File: config.mk
export PLATFORM = sky130hd
export DESIGN_NAME = bram_comm_unit
export DESIGN_NICKNAME = d
export VERILOG_FILES = /design/src/rtl/bram_comm_pkg.sv /design/src/rtl/bram_reader.sv /design/src/rtl/bram_writer.sv /design/src/rtl/bram_comm_unit.sv
export SDC_FILE = /design/constraint.sdc
export NUM_CORES = 1
export LEC_CHECK = 0
export CORE_MARGIN = 2
export CORE_UTILIZATION = 45
export CTS_CLUSTER_DIAMETER = 80
export DETAILED_ROUTE_END_ITERATION = 7
export MAX_ROUTING_LAYER = met4
export PLACE_DENSITY = 0.77
export SLEW_MARGIN = 5
export SYNTH_ARGS = -nofsm -noshare
export SYNTH_HDL_FRONTEND = slang
export SYNTH_SLANG_ARGS = --single-unit
File: constraint.sdc
create_clock -name clk -period 2.2 [get_ports clk]
set_clock_uncertainty 0.15 [all_clocks]
set_input_delay 0.44 -clock clk [delete_from_list [all_inputs] [get_ports clk]]
set_output_delay 0.44 -clock clk [all_outputs]
set_load 0.02 [all_outputs]
File: src/rtl/bram_comm_pkg.sv
// Shared constants and reader state type for the BRAM communication unit.
package bram_comm_pkg;

  localparam logic [31:0] DEF_KERNEL_ADDR = 32'hA000_0000;
  localparam logic [31:0] DEF_IMAGE_ADDR  = 32'hA000_0024;
  localparam logic [31:0] DEF_OUT_ADDR    = 32'hA000_1000;
  localparam int DEF_KERNEL_SIZE = 9;
  localparam int DEF_IMAGE_SIZE  = 16;
  localparam int DEF_NUM_IMAGES  = 3;
  localparam int CNT_W = 16;

  typedef enum logic [1:0] {IDLE, LOAD_KERNEL, STREAM_IMAGE} reader_state_t;

  function automatic int pix_per_word(input int dw, input int ps);
    return dw / ps;
  endfunction

endpackage

File: src/rtl/bram_reader.sv
// Reads the kernel into a register bank and streams image words out as pixels.
module bram_reader
  import bram_comm_pkg::*;
#(
  parameter int DATA_WIDTH = 32,
  parameter int ADDR_WIDTH = 32,
  parameter logic [ADDR_WIDTH-1:0] KERNEL_ADDR = DEF_KERNEL_ADDR,
  parameter logic [ADDR_WIDTH-1:0] IMAGE_ADDR = DEF_IMAGE_ADDR,
  parameter int PIXEL_SIZE = 8,
  parameter int KERNEL_SIZE = DEF_KERNEL_SIZE,
  parameter int IMAGE_SIZE = DEF_IMAGE_SIZE,
  parameter int NUM_IMAGES = DEF_NUM_IMAGES
) (
  input  logic                                   clk,
  input  logic                                   reset,
  output logic [ADDR_WIDTH-1:0]                  rd_addr,
  input  logic [DATA_WIDTH-1:0]                  rd_data,
  input  logic                                   read_kernel,
  input  logic                                   read_image,
  input  logic                                   interrupt,
  output logic [KERNEL_SIZE-1:0][DATA_WIDTH-1:0] kernel,
  output logic [PIXEL_SIZE-1:0]                  pixel,
  output logic                                   pixel_valid
);

  localparam int PIX_PER_WORD = pix_per_word(DATA_WIDTH, PIXEL_SIZE);
  localparam int IDX_W = (PIX_PER_WORD > 1) ? $clog2(PIX_PER_WORD) : 1;
  localparam logic [IDX_W-1:0] IDX_LAST = IDX_W'(PIX_PER_WORD - 1);
  localparam logic [CNT_W-1:0] KERNEL_CAP_LAST = CNT_W'(KERNEL_SIZE);
  localparam logic [CNT_W-1:0] KERNEL_ISSUE_LAST = CNT_W'(KERNEL_SIZE - 1);
  localparam logic [CNT_W-1:0] WORDS_LAST = CNT_W'(IMAGE_SIZE * NUM_IMAGES - 1);
  localparam logic [ADDR_WIDTH-1:0] WORD_STEP = ADDR_WIDTH'(4);

  reader_state_t         state;
  logic [CNT_W-1:0]      cnt;
  logic [IDX_W-1:0]      byte_idx;
  logic                  warm;
  logic [DATA_WIDTH-1:0] cur_word;

  always_ff @(posedge clk) begin
    if (!reset) begin
      state       <= IDLE;
      rd_addr     <= '0;
      kernel      <= '0;
      pixel       <= '0;
      pixel_valid <= 1'b0;
      cnt         <= '0;
      byte_idx    <= '0;
      warm        <= 1'b0;
      cur_word    <= '0;
    end else begin
      case (state)
        IDLE: begin
          pixel_valid <= 1'b0;
          cnt         <= '0;
          byte_idx    <= '0;
          warm        <= 1'b0;
          if (read_kernel) begin
            state   <= LOAD_KERNEL;
            rd_addr <= KERNEL_ADDR;
          end else if (read_image) begin
            state   <= STREAM_IMAGE;
            rd_addr <= IMAGE_ADDR;
          end
        end
        LOAD_KERNEL: begin
          // cnt-1 is the word whose data is on rd_data this cycle
          cnt <= cnt + 1'b1;
          if (cnt < KERNEL_ISSUE_LAST) rd_addr <= rd_addr + WORD_STEP;
          for (int i = 0; i < KERNEL_SIZE; i++) begin
            if (cnt == CNT_W'(i + 1)) kernel[i] <= rd_data;
          end
          if (cnt == KERNEL_CAP_LAST) state <= IDLE;
        end
        STREAM_IMAGE: begin
          if (!warm) begin
            warm        <= 1'b1;
            pixel_valid <= 1'b0;
          end else if (interrupt) begin
            pixel_valid <= 1'b0;
          end else begin
            pixel_valid <= 1'b1;
            if (byte_idx == '0) begin
              // Latch the word and prefetch the next one while its bytes drain.
              pixel    <= rd_data[PIXEL_SIZE-1:0];
              cur_word <= rd_data;
              if (cnt != WORDS_LAST) rd_addr <= rd_addr + WORD_STEP;
            end else begin
              for (int i = 1; i < PIX_PER_WORD; i++) begin
                if (byte_idx == IDX_W'(i)) pixel <= cur_word[i*PIXEL_SIZE +: PIXEL_SIZE];
              end
            end
            if (byte_idx == IDX_LAST) begin
              byte_idx <= '0;
              cnt      <= cnt + 1'b1;
              if (cnt == WORDS_LAST) state <= IDLE;
            end else begin
              byte_idx <= byte_idx + 1'b1;
            end
          end
        end
        default: state <= IDLE;
      endcase
    end
  end

endmodule

File: src/rtl/bram_writer.sv
// Packs result pixels LSB-first into words and writes them to the result area.
module bram_writer
  import bram_comm_pkg::*;
#(
  parameter int DATA_WIDTH = 32,
  parameter int ADDR_WIDTH = 32,
  parameter logic [ADDR_WIDTH-1:0] OUT_ADDR = DEF_OUT_ADDR,
  parameter int PIXEL_SIZE = 8,
  parameter int IMAGE_SIZE = DEF_IMAGE_SIZE,
  parameter int NUM_IMAGES = DEF_NUM_IMAGES
) (
  input  logic                  clk,
  input  logic                  reset,
  input  logic [PIXEL_SIZE-1:0] wr_pixel,
  input  logic                  wr_pixel_valid,
  output logic [ADDR_WIDTH-1:0] wr_addr,
  output logic [DATA_WIDTH-1:0] wr_data,
  output logic [3:0]            write_enable,
  output logic                  conv_done
);

  localparam int PIX_PER_WORD = pix_per_word(DATA_WIDTH, PIXEL_SIZE);
  localparam int IDX_W = (PIX_PER_WORD > 1) ? $clog2(PIX_PER_WORD) : 1;
  localparam logic [IDX_W-1:0] SLOT_LAST = IDX_W'(PIX_PER_WORD - 1);
  localparam logic [CNT_W-1:0] WORDS_LAST = CNT_W'(IMAGE_SIZE * NUM_IMAGES - 1);

  logic [DATA_WIDTH-1:0] pack_word;
  logic [DATA_WIDTH-1:0] packed_next;
  logic [IDX_W-1:0]      slot;
  logic [CNT_W-1:0]      word_cnt;
  logic                  last_wr;

  always_comb begin
    packed_next = pack_word;
    for (int i = 0; i < PIX_PER_WORD; i++) begin
      if (slot == IDX_W'(i)) packed_next[i*PIXEL_SIZE +: PIXEL_SIZE] = wr_pixel;
    end
  end

  always_ff @(posedge clk) begin
    if (!reset) begin
      pack_word    <= '0;
      slot         <= '0;
      word_cnt     <= '0;
      last_wr      <= 1'b0;
      wr_addr      <= '0;
      wr_data      <= '0;
      write_enable <= 4'h0;
      conv_done    <= 1'b0;
    end else begin
      write_enable <= 4'h0;
      last_wr      <= 1'b0;
      // Done trails the final write strobe by one cycle.
      conv_done    <= last_wr;
      if (wr_pixel_valid) begin
        pack_word <= packed_next;
        if (slot == SLOT_LAST) begin
          slot         <= '0;
          wr_data      <= packed_next;
          wr_addr      <= OUT_ADDR + ADDR_WIDTH'({word_cnt, 2'b00});
          write_enable <= 4'hF;
          if (word_cnt == WORDS_LAST) begin
            word_cnt <= '0;
            last_wr  <= 1'b1;
          end else begin
            word_cnt <= word_cnt + 1'b1;
          end
        end else begin
          slot <= slot + 1'b1;
        end
      end
    end
  end

endmodule

File: src/rtl/bram_comm_unit.sv
// BRAM bridge: kernel/image reader and result writer operating independently.
module bram_comm_unit
  import bram_comm_pkg::*;
#(
  parameter int DATA_WIDTH = 32,
  parameter int ADDR_WIDTH = 32,
  parameter logic [ADDR_WIDTH-1:0] KERNEL_ADDR = DEF_KERNEL_ADDR,
  parameter logic [ADDR_WIDTH-1:0] IMAGE_ADDR = DEF_IMAGE_ADDR,
  parameter logic [ADDR_WIDTH-1:0] OUT_ADDR = DEF_OUT_ADDR,
  parameter int PIXEL_SIZE = 8,
  parameter int KERNEL_SIZE = DEF_KERNEL_SIZE,
  parameter int IMAGE_SIZE = DEF_IMAGE_SIZE,
  parameter int NUM_IMAGES = DEF_NUM_IMAGES
) (
  input  logic                                   clk,
  input  logic                                   reset,
  output logic [ADDR_WIDTH-1:0]                  rd_addr,
  input  logic [DATA_WIDTH-1:0]                  rd_data,
  input  logic                                   read_kernel,
  input  logic                                   read_image,
  input  logic                                   interrupt,
  output logic [KERNEL_SIZE-1:0][DATA_WIDTH-1:0] kernel,
  output logic [PIXEL_SIZE-1:0]                  pixel,
  output logic                                   pixel_valid,
  input  logic [PIXEL_SIZE-1:0]                  wr_pixel,
  input  logic                                   wr_pixel_valid,
  output logic [ADDR_WIDTH-1:0]                  wr_addr,
  output logic [DATA_WIDTH-1:0]                  wr_data,
  output logic [3:0]                             write_enable,
  output logic                                   conv_done
);

  bram_reader #(
    .DATA_WIDTH(DATA_WIDTH), .ADDR_WIDTH(ADDR_WIDTH),
    .KERNEL_ADDR(KERNEL_ADDR), .IMAGE_ADDR(IMAGE_ADDR),
    .PIXEL_SIZE(PIXEL_SIZE), .KERNEL_SIZE(KERNEL_SIZE),
    .IMAGE_SIZE(IMAGE_SIZE), .NUM_IMAGES(NUM_IMAGES)
  ) u_reader (
    .clk(clk), .reset(reset), .rd_addr(rd_addr), .rd_data(rd_data),
    .read_kernel(read_kernel), .read_image(read_image), .interrupt(interrupt),
    .kernel(kernel), .pixel(pixel), .pixel_valid(pixel_valid)
  );

  bram_writer #(
    .DATA_WIDTH(DATA_WIDTH), .ADDR_WIDTH(ADDR_WIDTH), .OUT_ADDR(OUT_ADDR),
    .PIXEL_SIZE(PIXEL_SIZE), .IMAGE_SIZE(IMAGE_SIZE), .NUM_IMAGES(NUM_IMAGES)
  ) u_writer (
    .clk(clk), .reset(reset), .wr_pixel(wr_pixel), .wr_pixel_valid(wr_pixel_valid),
    .wr_addr(wr_addr), .wr_data(wr_data), .write_enable(write_enable),
    .conv_done(conv_done)
  );

endmodule

# Word level (Yosys, flattened, before mapping)
# Index checks and enable logic that the tools add are counted.
# totals
ff_bits	502
in_bits	46
out_inout_bits	398
elab_cells	126
# classes
add_sub_neg	6
order_cmp	1
eq_ne	29
n_mux	40
bitwise	1
reduce_logical	24
# ops
operator	count
$mux 32	7
$pmux 32 s3	1
$eq 16x3->1 const B	4
$mux 16	4
$mux 8	8
$pmux 16 s3	1
$add 16x1->16 const B	2
$add 32x18->32 const A	1
$add 32x3->32 const B	1
$eq 16x2->1 const B	2
$eq 16x4->1 const B	2
$eq 16x6->1 const B	2
$mux 2	11
$reduce_and 2->1	11
$eq 16x1->1 const B	1
$lt 16x4->1 const B	1
$ne 16x6->1 const B	1
$ne 2x1->1 const B	7
$reduce_and 4->1	3
$eq 2x2->1 const B	5
$reduce_and 7->1	1
$eq 2x1->1 const B	3
$logic_not 2->1	3
$pmux 2 s3	1
13 further kinds	18

# Longest topological paths before layout
# Gate-level depths: netlist of the first run.
# depth
ltp_word	6
ltp_mapped	9
mapped_depth_nobuf	7

# Hierarchy
# Synthesis of the first run repeated with hierarchy kept, for this count alone.
# unflattened
cells_unflattened	2310
hier_area_um2	18695.4
# by_module_without_submodules
mod	instances	cells_each	area_per_inst_um2	seq_area_each_um2
bram_reader	1	1845	14468.9	7447.1
bram_writer	1	465	4226.6	1901.8

# Least setup slack after synthesis of the first run
# OpenSTA, ideal clock, no wires.
# synth_path
path_kind	register to register
from	register u_reader.state[0]
to	register u_reader.rd_addr[29]
setup_ps	119
t_arrival_ps	2040
t_required_ps	1931
slack_ps	-109
path_stages_with_launch	9
n_path_buf	1
synth_period_minus_slack_ps	2309
path_cell_list	dfxtp_1 -> inv_1 -> ha_1 -> or3b_2 -> o211ai_1 -> or3_4 -> or2_2 -> buf_2 -> o221a_2
# synth_via
elab_chain_len	3
elab_cells_between_ends	12
cone_classes	8 x eq/ne; 1 x mux; 3 x reduce/logical
# synth_lines
element	line	source
start: declaration	bram_reader.sv:34	reader_state_t state;
start signal: assignment	bram_reader.sv:42	state <= IDLE;
start signal: assignment	bram_reader.sv:59	state <= LOAD_KERNEL;
start signal: assignment	bram_reader.sv:62	state <= STREAM_IMAGE;
$eq 2x2->1 (tied with other cells)	bram_reader.sv:52	case (state)
$ne 2x1->1 (no line) (tied with other cells)	--	
$reduce_and 7->1 (no line)	--	
end signal: assignment	bram_reader.sv:69	if (cnt < KERNEL_ISSUE_LAST) rd_addr <= rd_addr + WORD_STEP;
end signal: assignment	bram_reader.sv:87	if (cnt != WORDS_LAST) rd_addr <= rd_addr + WORD_STEP;
end: declaration	bram_reader.sv:16	output logic [ADDR_WIDTH-1:0] rd_addr,
# Several ways; a longest one is shown, not always the timed one.
# A chain may end at the register's enable or synchronous reset.

# Worst setup path after layout of the first run
# layout_path
from	register u_reader.cnt[8]
to	register u_reader.kernel[63] in the netlist's numbering
# layout_via
elab_chain_len	2
# layout_lines
element	line	source
start: declaration	bram_reader.sv:35	logic [CNT_W-1:0] cnt;
start signal: assignment	bram_reader.sv:68	cnt <= cnt + 1'b1;
start signal: assignment	bram_reader.sv:95	cnt <= cnt + 1'b1;
$eq 16x2->1	bram_reader.sv:71	if (cnt == CNT_W'(i + 1)) kernel[i] <= rd_data;
$reduce_and 2->1 (no line)	--	
end signal: indexed assignment	bram_reader.sv:71	
end: declaration	bram_reader.sv:21	output logic [KERNEL_SIZE-1:0][DATA_WIDTH-1:0] kernel,
# Every way passes these cells.

==> results of run 1 <==
logic make-up after synthesis:
logic type,after synthesis,share of synthesized area
AND/OR/NAND/NOR,1001,0.229
AO/OA/AOI/OAI,486,0.146
flip-flops,467,0.515
buffers and inverters,235,0.0550
multiplexers,44,0.0242
XOR/XNOR,34,0.0164
adder cells (fa/ha/maj),20,0.0138
other,1,0.000206
sequential cells by signal (all words and copies together) (netlist names):
register	flops
u_reader.kernel	288
u_writer.wr_data	32
u_reader.rd_addr	30
u_reader.cur_word	24
u_writer.pack_word	24
u_writer.wr_addr	18
u_reader.cnt	16
u_writer.word_cnt	16
u_reader.pixel	8
u_reader.byte_idx	2
u_reader.state	2
u_writer.slot	2
u_reader.pixel_valid	1
u_reader.warm	1
u_writer.conv_done	1
u_writer.last_wr	1
u_writer.write_enable	1
synthesized netlist by cell type (18+ instances only):
| library cell | count |
|---|---|
| nand2_1 | 743 |
| dfxtp_1 | 467 |
| a21oi_1 | 395 |
| clkbuf_1 | 173 |
| nor2_1 | 97 |
| nand3_1 | 50 |
| mux2i_1 | 44 |
| a211oi_1 | 37 |
| nand4_1 | 24 |
| buf_4 | 21 |
| inv_1 | 21 |
| ha_1 | 20 |
| xor2_1 | 18 |
metal layers:
| layer | track usage | share of wire | wire length [um] |
|---|---|---|---|
| met1 | 0.376 | 0.38 | 28600 |
| met2 | 0.506 | 0.45 | 34100 |
| met3 | 0.0682 | 0.10 | 7710 |
| met4 | 0.172 | 0.066 | 4950 |
| met5 | - | 0 | 0 |
final timing paths:
path         cells after the start                                to  slack (ns)
max                              9  u_reader.kernel[63]$_SDFFE_PN0P_       -0.27
min                              1     u_writer.conv_done$_SDFF_PN0_        0.29
max reg2reg                      9  u_reader.kernel[63]$_SDFFE_PN0P_       -0.27
min reg2reg                      1     u_writer.conv_done$_SDFF_PN0_        0.29
layout make-up:
type / count / area share
Tap cell: 525 / 0.0231
Antenna cell: 1 / 0.0000881
Multi-Input combinational cell: 1601 / 0.331
Clock inverter: 20 / 0.00978
Timing Repair Buffer: 659 / 0.253
Inverter: 23 / 0.00331
Sequential cell: 467 / 0.330
Clock buffer: 67 / 0.0502
through the flow:
stage	area, um^2	hold WS [ns]
detailed placement	24000	0.276
global route	28400	0.315
floorplan	18200	0.262
finish	28400	0.289
global placement	24000	0.274
CTS	26700	0.289
what timing repair did:
item                       in CTS  in global routing
cloned                         14                 27
hold endpoints to repair        0                  0
pin swaps                      56                127
setup endpoints to repair     375                425
setup buffers                  21                 10
resized for setup             135                322
power breakdown:
group          internal [mW]  switching (mW)  leakage (nW)
registers               8.60           0.113          3.77
clock network           5.25            3.58         0.844
logic                   1.13            1.68          5.12
==> results.sh, run 1 <==
export IMPL_syn_area_per_cell_um2=7.94
export IMPL_yosysTopAreaCellShare=0.515
export IMPL_insertion_delay_ns=0.60
export IMPL_setup_violations_final=413
export IMPL_antenna_found_initial=1
export IMPL_cp_cell_sequence="buf_6, nor4_4, buf_4, nand4_1, buf_6, or3_4, buf_12, nand2_1, a21oi_1"
export IMPL_drive_above_1_share=0.221
export IMPL_synth_top_cells_by_area="dfxtp_1 51%, nand2_1 15%, a21oi_1 11%"
export IMPL_pre_cts_ws_ns=-0.421
export IMPL_hold_viol=0
export IMPL_grt_pass1_vias=18000
export IMPL_ys_async_sr_fraction=0
export IMPL_core_area_mm2=0.0398
export IMPL_clock_root_buffer="clkbuf_16"
export IMPL_utilization=0.713
export IMPL_portBuffers=428
export IMPL_cts_path_max_buffers=3
export IMPL_finalNonFillerCells=3363
export IMPL_die_h_um=205
export IMPL_power_density_mw_per_mm2=717
export IMPL_vias=19300
export IMPL_startpoint_type="flop"
export IMPL_ys_seq_area_frac=0.515
export IMPL_required_ns=2.50
export IMPL_crit_fanout=16
export IMPL_power_mw=20.4
export IMPL_die_area_mm2=0.0420
export IMPL_rows=73
export IMPL_postLayoutSetupSlackWorst_ns=-0.266
export IMPL_grt_usage=0.318
export IMPL_crit_type="flop to flop"
export IMPL_grt_first_pass_wirelength_um=100000
export IMPL_ys_warn_count=0
export IMPL_max_freq_ghz=0.406
export IMPL_drtAntennaViolNets=0
export IMPL_wire_per_inst_um=22.4
export IMPL_yosysUniqueCellTypes=57
export IMPL_postSynthCellCount=2288
export IMPL_cts_sinks=467
export IMPL_htreeDepth=2
export IMPL_route_detailed_drc=0
export IMPL_die_w_um=205
export IMPL_cpMostUsedCell="buf_6"
export IMPL_r2r_start="u_reader.cnt[8]$_SDFFE_PN0P_"
export IMPL_critPathArrivalTime_ns=2.76
export IMPL_critical_path_top_delay_family="simple AND/OR/NAND/NOR gates"
export IMPL_start_util=0.456
export IMPL_io_pins=444
export IMPL_clk_pin_slew_ns=0.06
export IMPL_drt_wl_total_um=75300
export IMPL_first_iter_violations=1820
export IMPL_grt_overflow=0
export IMPL_final_common_cell="nand2_1"
export IMPL_critPathCaptureType="flop"
export IMPL_maxSlewViolCount=0
export IMPL_grt_max_degree=77
export IMPL_dp_hpwl_um=42500
export IMPL_ir_drop_uv=625
export IMPL_final_period_utilization=1.12
export IMPL_failed_checks="setup timing"
export IMPL_setup_tns_ns=-56.01
export IMPL_slowest_stage="or3_4"
export IMPL_multiInputGateArea_mm2=0.00940
export IMPL_rsz0062_at_grt="yes"
export IMPL_vias_per_cell=5.74
export IMPL_cts_buffers=49
export IMPL_synth_area_mm2=0.0182
export IMPL_worst_pin_slew_ns=0.760
export IMPL_max_stage_delay_ns=0.45
export IMPL_startpoint="u_reader.cnt[8]$_SDFFE_PN0P_"
export IMPL_post_synth_top_area_cell="dfxtp_1"
export IMPL_cts_tree="done"
export IMPL_status="finished with violations"
export IMPL_dpl_cell_count=3209
export IMPL_slew_headroom=0.493
export IMPL_num_fill_cells=2779
export IMPL_min_period_ns=2.47
export IMPL_ys_seq_elements=467
export IMPL_synth_main_ff_cell="dfxtp_1"
export IMPL_dr_pass1_iters=8
export IMPL_final_nets=2867
export IMPL_path_buf_inv=4
export IMPL_final_cell_mix="592 x nand2_1, 462 x dfxtp_1, 425 x clkdlybuf4s50_1"
export IMPL_area_delta_synth_final_pct=56.3
export IMPL_hold_start="u_writer.last_wr$_SDFF_PN0_"
export IMPL_hold_buffers=0
export IMPL_place_gp_congestion=0.922
export IMPL_synth_edf_count=0
export IMPL_hold_class="flop to flop"
export IMPL_cap_viol_max_count=0
export IMPL_leakage_nw=9.73
export IMPL_regArea_mm2=0.00936
Note: power is estimated with default switching activity, not from simulation.
==> run 2: changes to the inputs <==
Settings changed: PLACE_DENSITY 0.77 to 0.78.
==> run 2 against run 1 <==
The run still ends with setup timing left. Via count shrank 4.9%. Count of clock-buffer cells in the layout grew 4. Global-route usage shrank 2.1 points. Worst setup slack gained 0.0049 ns. Cell count shrank 0.68%. Highest routed layer unchanged.
==> results.sh, run 2 (same netlist as run 1, synthesis figures left out) <==
export IMPL_area_delta_synth_final_pct=49.5
export IMPL_failed_checks="setup timing"
export IMPL_design_area_mm2=0.0272
export IMPL_min_period_ns=2.46
export IMPL_hold_class="flop to flop"
export IMPL_setup_tns_ns=-28.04
export IMPL_drt_wl_total_um=65300
export IMPL_cts_sinks=467
export IMPL_cts_path_max_buffers=3
export IMPL_vias=18400
export IMPL_final_period_utilization=1.12
export IMPL_largest_register_ffs=288
export IMPL_crit_type="flop to flop"
export IMPL_wire_per_inst_um=19.6
export IMPL_seqPwrFrac=0.422
export IMPL_grt_overflow=0
export IMPL_drtAntennaViolNets=0
export IMPL_clock_root_buffer="clkbuf_16"
export IMPL_first_iter_violations=1510
export IMPL_startpoint="u_reader.cnt[10]$_SDFFE_PN0P_"
export IMPL_leakage_nw=9.34
export IMPL_htreeDepth=2
export IMPL_crit_fanout=4
export IMPL_die_h_um=205
export IMPL_switching_share=0.254
export IMPL_route_detailed_drc=0
export IMPL_grt_first_pass_wirelength_um=94800
export IMPL_n_antenna_cell=0
export IMPL_io_pins=444
export IMPL_portBuffers=428
export IMPL_final_nets=2842
export IMPL_reg2reg_slack_ns=-0.26
export IMPL_critPathCaptureType="flop"
export IMPL_rows=73
export IMPL_reg_largest_list="u_reader.kernel (288), u_writer.wr_data (32), u_reader.rd_addr (30)"
export IMPL_power_density_mw_per_mm2=759
export IMPL_critPathCapture="u_reader.rd_addr[20]$_SDFFE_PN0P_"
export IMPL_grt_pass1_vias=17500
export IMPL_postLayoutSetupSlackWorst_ns=-0.261
export IMPL_setup_violations_final=350
export IMPL_utilization=0.682
export IMPL_r2r_start="u_reader.cnt[10]$_SDFFE_PN0P_"
export IMPL_power_switching_mw=5.23
export IMPL_insertion_delay_ns=0.58
export IMPL_final_common_cell="nand2_1"
export IMPL_startpoint_type="flop"
export IMPL_antenna_found_initial=0
export IMPL_power_mw=20.6
export IMPL_power_internal_mw=15.4
export IMPL_rr_endpoint="u_reader.rd_addr[20]$_SDFFE_PN0P_"
export IMPL_die_w_um=205
export IMPL_ir_drop_uv=645
export IMPL_final_cell_mix="697 x nand2_1, 462 x dfxtp_1, 418 x clkdlybuf4s50_1"
export IMPL_worst_pin_slew_ns=0.616
export IMPL_maxSlewViolCount=0
export IMPL_multiInputGateArea_mm2=0.00880
export IMPL_dp_hpwl_um=42300
export IMPL_comb_power_share=0.143
export IMPL_vias_per_cell=5.50
export IMPL_required_ns=2.55
export IMPL_cap_viol_max_count=0
export IMPL_p_clk_frac=0.435
export IMPL_regArea_mm2=0.00936
export IMPL_start_util=0.456
export IMPL_rsz0062_at_grt="yes"
export IMPL_cts_tree="done"
export IMPL_grt_usage=0.297
export IMPL_critPathArrivalTime_ns=2.81
export IMPL_regMostFlops="u_reader.kernel"
export IMPL_dr_pass1_iters=5
export IMPL_drive_above_1_share=0.167
export IMPL_max_freq_ghz=0.406
export IMPL_hold_viol=0
export IMPL_num_fill_cells=3051
export IMPL_die_area_mm2=0.0420
export IMPL_place_gp_congestion=0.891
export IMPL_rr_worst_depth=8
export IMPL_core_area_mm2=0.0398
export IMPL_placed_area_mm2=0.0241
export IMPL_grt_max_degree=51
export IMPL_hold_ws_ns=0.285
export IMPL_clk_pin_slew_ns=0.06
export IMPL_slew_headroom=0.590
export IMPL_status="finished with violations"
export IMPL_hold_buffers=0
export IMPL_cts_buffers=49
-- run 2: changes by cell type in the layout (fill, tap and decap cells not counted), moves of 12 or more --
cell / previous run / this run
a21oi_1: 291 / 327
nand2_4: 82 / 43
nand2_2: 69 / 3
nand2_1: 592 / 697
buf_4: 127 / 139
buf_6: 31 / 18
clkbuf_16: 71 / 55
a21oi_2: 104 / 68
-- run 2: layout make-up --
class	instances	area share
multi-input cells	1602	0.324
flip-flops and latches	467	0.345
well taps	525	0.0242
inverters	23	0.00364
clock inverters	19	0.0116
clock buffers	71	0.0531
repair buffers	633	0.239
-- run 2: critical path, cell delays in order, from the launching register on --
cell and delay (ns):
dfxtp_2 0.32, buf_6 0.12, nor4_4 0.32, a41oi_2 0.19, or3_4 0.45, buf_6 0.15
buf_6 0.11, or4_1 0.43, a21oi_1 0.15
-- run 2: power groups by stage --
stage,sequential [mW],combinational (mW),clock [mW]
finish,8.70,2.95,8.95
global route,8.71,3.12,9.42
CTS,8.70,2.59,9.07
detailed placement,8.88,2.32,0
global placement,8.87,2.26,0
floorplan,8.98,1.26,0
-- run 2: per-layer routing --
layer / wire length, um / global-route usage / up-vias
met2: 31000 / 0.474 / 873
met5: 0 / - / -
met4: 3690 / 0.163 / 0
met1: 25400 / 0.352 / 8702
met3: 5230 / 0.0600 / 257
li1: - / - / 8544
-- run 2: how the worst min path moves through the flow --
stage	from	end	cells after the start
6_report	u_writer.last_wr$_SDFF_PN0_	u_writer.conv_done$_SDFF_PN0_	1
5_1_grt	u_writer.last_wr$_SDFF_PN0_	u_writer.conv_done$_SDFF_PN0_	1
4_1_cts	u_writer.last_wr$_SDFF_PN0_	u_writer.conv_done$_SDFF_PN0_	1
3_5_place_dp	u_writer.last_wr$_SDFF_PN0_	u_writer.conv_done$_SDFF_PN0_	1
3_3_place_gp	u_writer.last_wr$_SDFF_PN0_	u_writer.conv_done$_SDFF_PN0_	1
2_1_floorplan	u_writer.last_wr$_SDFF_PN0_	u_writer.conv_done$_SDFF_PN0_	1
-- run 2: repair_timing --
action                                  CTS  global route
resized for setup                        85           185
endpoints found under the hold margin     0             0
buffers inserted                         11            14
cloned                                    5             4
endpoints found under the setup margin  361           383
pin swaps                                18            68
-- run 2: stage by stage --
step,std cells,setup WS [ns]
2_1_floorplan,2302,-0.0107
3_3_place_gp,3217,-0.429
3_5_place_dp,3217,-0.435
4_1_cts,3323,-0.180
5_1_grt,3340,-0.363
6_report,3340,-0.261
==> patch (config.mk and constraints of run 2) <==
`DATA_WIDTH` is set to 32 in 3 places; all go to 16.
--- a/src/rtl/bram_reader.sv
+++ b/src/rtl/bram_reader.sv
@@ -2,7 +2,7 @@
 module bram_reader
   import bram_comm_pkg::*;
 #(
-  parameter int DATA_WIDTH = 32,
+  parameter int DATA_WIDTH = 16,
   parameter int ADDR_WIDTH = 32,
   parameter logic [ADDR_WIDTH-1:0] KERNEL_ADDR = DEF_KERNEL_ADDR,
   parameter logic [ADDR_WIDTH-1:0] IMAGE_ADDR = DEF_IMAGE_ADDR,
--- a/src/rtl/bram_writer.sv
+++ b/src/rtl/bram_writer.sv
@@ -2,7 +2,7 @@
 module bram_writer
   import bram_comm_pkg::*;
 #(
-  parameter int DATA_WIDTH = 32,
+  parameter int DATA_WIDTH = 16,
   parameter int ADDR_WIDTH = 32,
   parameter logic [ADDR_WIDTH-1:0] OUT_ADDR = DEF_OUT_ADDR,
   parameter int PIXEL_SIZE = 8,
--- a/src/rtl/bram_comm_unit.sv
+++ b/src/rtl/bram_comm_unit.sv
@@ -2,7 +2,7 @@
 module bram_comm_unit
   import bram_comm_pkg::*;
 #(
-  parameter int DATA_WIDTH = 32,
+  parameter int DATA_WIDTH = 16,
   parameter int ADDR_WIDTH = 32,
   parameter logic [ADDR_WIDTH-1:0] KERNEL_ADDR = DEF_KERNEL_ADDR,
   parameter logic [ADDR_WIDTH-1:0] IMAGE_ADDR = DEF_IMAGE_ADDR,
Interface: changed (resized kernel, rd_data and wr_data); port bits go from 444 to 268. The function was not compared with the original's and may differ.
==> patch against run 2 <==
The run still ends with setup timing left; routed wire length decreased by 45%; synthesized area decreased by 38%; critical path depth decreased by 3; design area decreased by 39%; utilization decreased by 0.20 points; setup slack got worse by 0.016 ns; first-iteration DRC count decreased by 46%; combinational power decreased by 40%; power decreased by 42%; cell count decreased by 41%; sequential cell count decreased by 194; maximum frequency decreased by 0.65%; critical path type unchanged.
==> patch: results <==
metrics = {
    "critical_path": {
        "max_stage_delay_ns": 0.54,
        "critPathSlowestCell": "or4_4",
        "crit_arrival_ns": 2.77,
    },
    "cells_and_area": {
        "fin_nets": 1680,
        "fin_cells": 1983,
    },
    "logic_synthesis": {
        "ys_top_cells_by_area": "dfxtp_1, nand2_1, mux2i_1",
        "synthMuxAreaShare_pct": 8.04,
        "yosysSeqAreaShare_pct": 48.8,
        "ys_types": 59,
        "synth_compound_area_share_pct": 10.8,
        "syn_avg_cell_area_um2": 8.61,
    },
    "placement": {
        "place_ws_ns": -0.524,
        "place_inst": 1897,
        "placement.io_buffers": 252,
        "dp_hpwl_mm": 22.7,
        "place_area_mm2": 0.0148,
    },
    "clock_tree": {
        "clk_latency_ns": 0.54,
        "numCtsBuffers": 29,
        "cts_max_level": 1,
    },
    "routing": {
        "drtIter0Drc": 821,
        "met1Wirelength_mm": 14.9,
        "wl_met3_mm": 2.54,
    },
    "power_and_ir_drop": {
        "p_seq_mw": 5.11,
        "p_int_mw": 8.82,
        "power.density_mw_per_mm2": 721,
        "clockPowerShare_pct": 42.6,
        "p_leak_nw": 6.05,
        "peakVddDrop_mv": 0.683,
    },
    "timing": {
        "worst_slew_margin_rel_pct": 58.4,
        "setup_violations": 104,
        "tns_ns": -10.69,
        "fin_ws_ns": -0.277,
    },
    "grt": {
        "met2_usage_pct": 43.2,
        "antenna_found_initial": 1,
        "first_global_vias": 10340,
        "grtUsageMet3_pct": 5.13,
        "grt_max_degree": 78,
        "grt_usage_pct": 26.4,
        "grt_pass1_wl_mm": 54.7,
    },
    "outcome": {
        "violations": "setup timing",
        "outcome": "finished with violations",
    },
}
## patch: changes by cell type after synthesis, moves of 17 or more
cell / delta
a211oi_1: -17
dfxtp_1: -194
mux2i_1: +46
clkbuf_1: -96
nand3_1: -32
a21oi_1: -256
nor2_1: +51
nand2_1: -496
## patch: repair_timing
action,4_1_cts,5_1_grt
pin swaps,21,23
resized for setup,71,47
gates cloned,5,3
setup endpoints to repair,190,184
buffers inserted,16,12
## patch: final timing paths
kind / startpoint / to / slack, ns / cells past startpoint
max reg2reg: u_reader.cnt[14] / u_reader.rd_addr[13] / -0.28 / 5
min: u_writer.last_wr / u_writer.conv_done / 0.28 / 1
max: u_reader.cnt[14] / u_reader.rd_addr[13] / -0.28 / 5
min reg2reg: u_writer.last_wr / u_writer.conv_done / 0.28 / 1
## patch: cell type report
class	count	share of cell area (%)
antenna	1	0.0151
timing repair buffer	402	24.2
inverter	16	0.392
sequential	273	33.0
multi-input combinational	916	34.0
tap	324	2.44
clock inverter	11	1.02
clock buffer	40	4.93
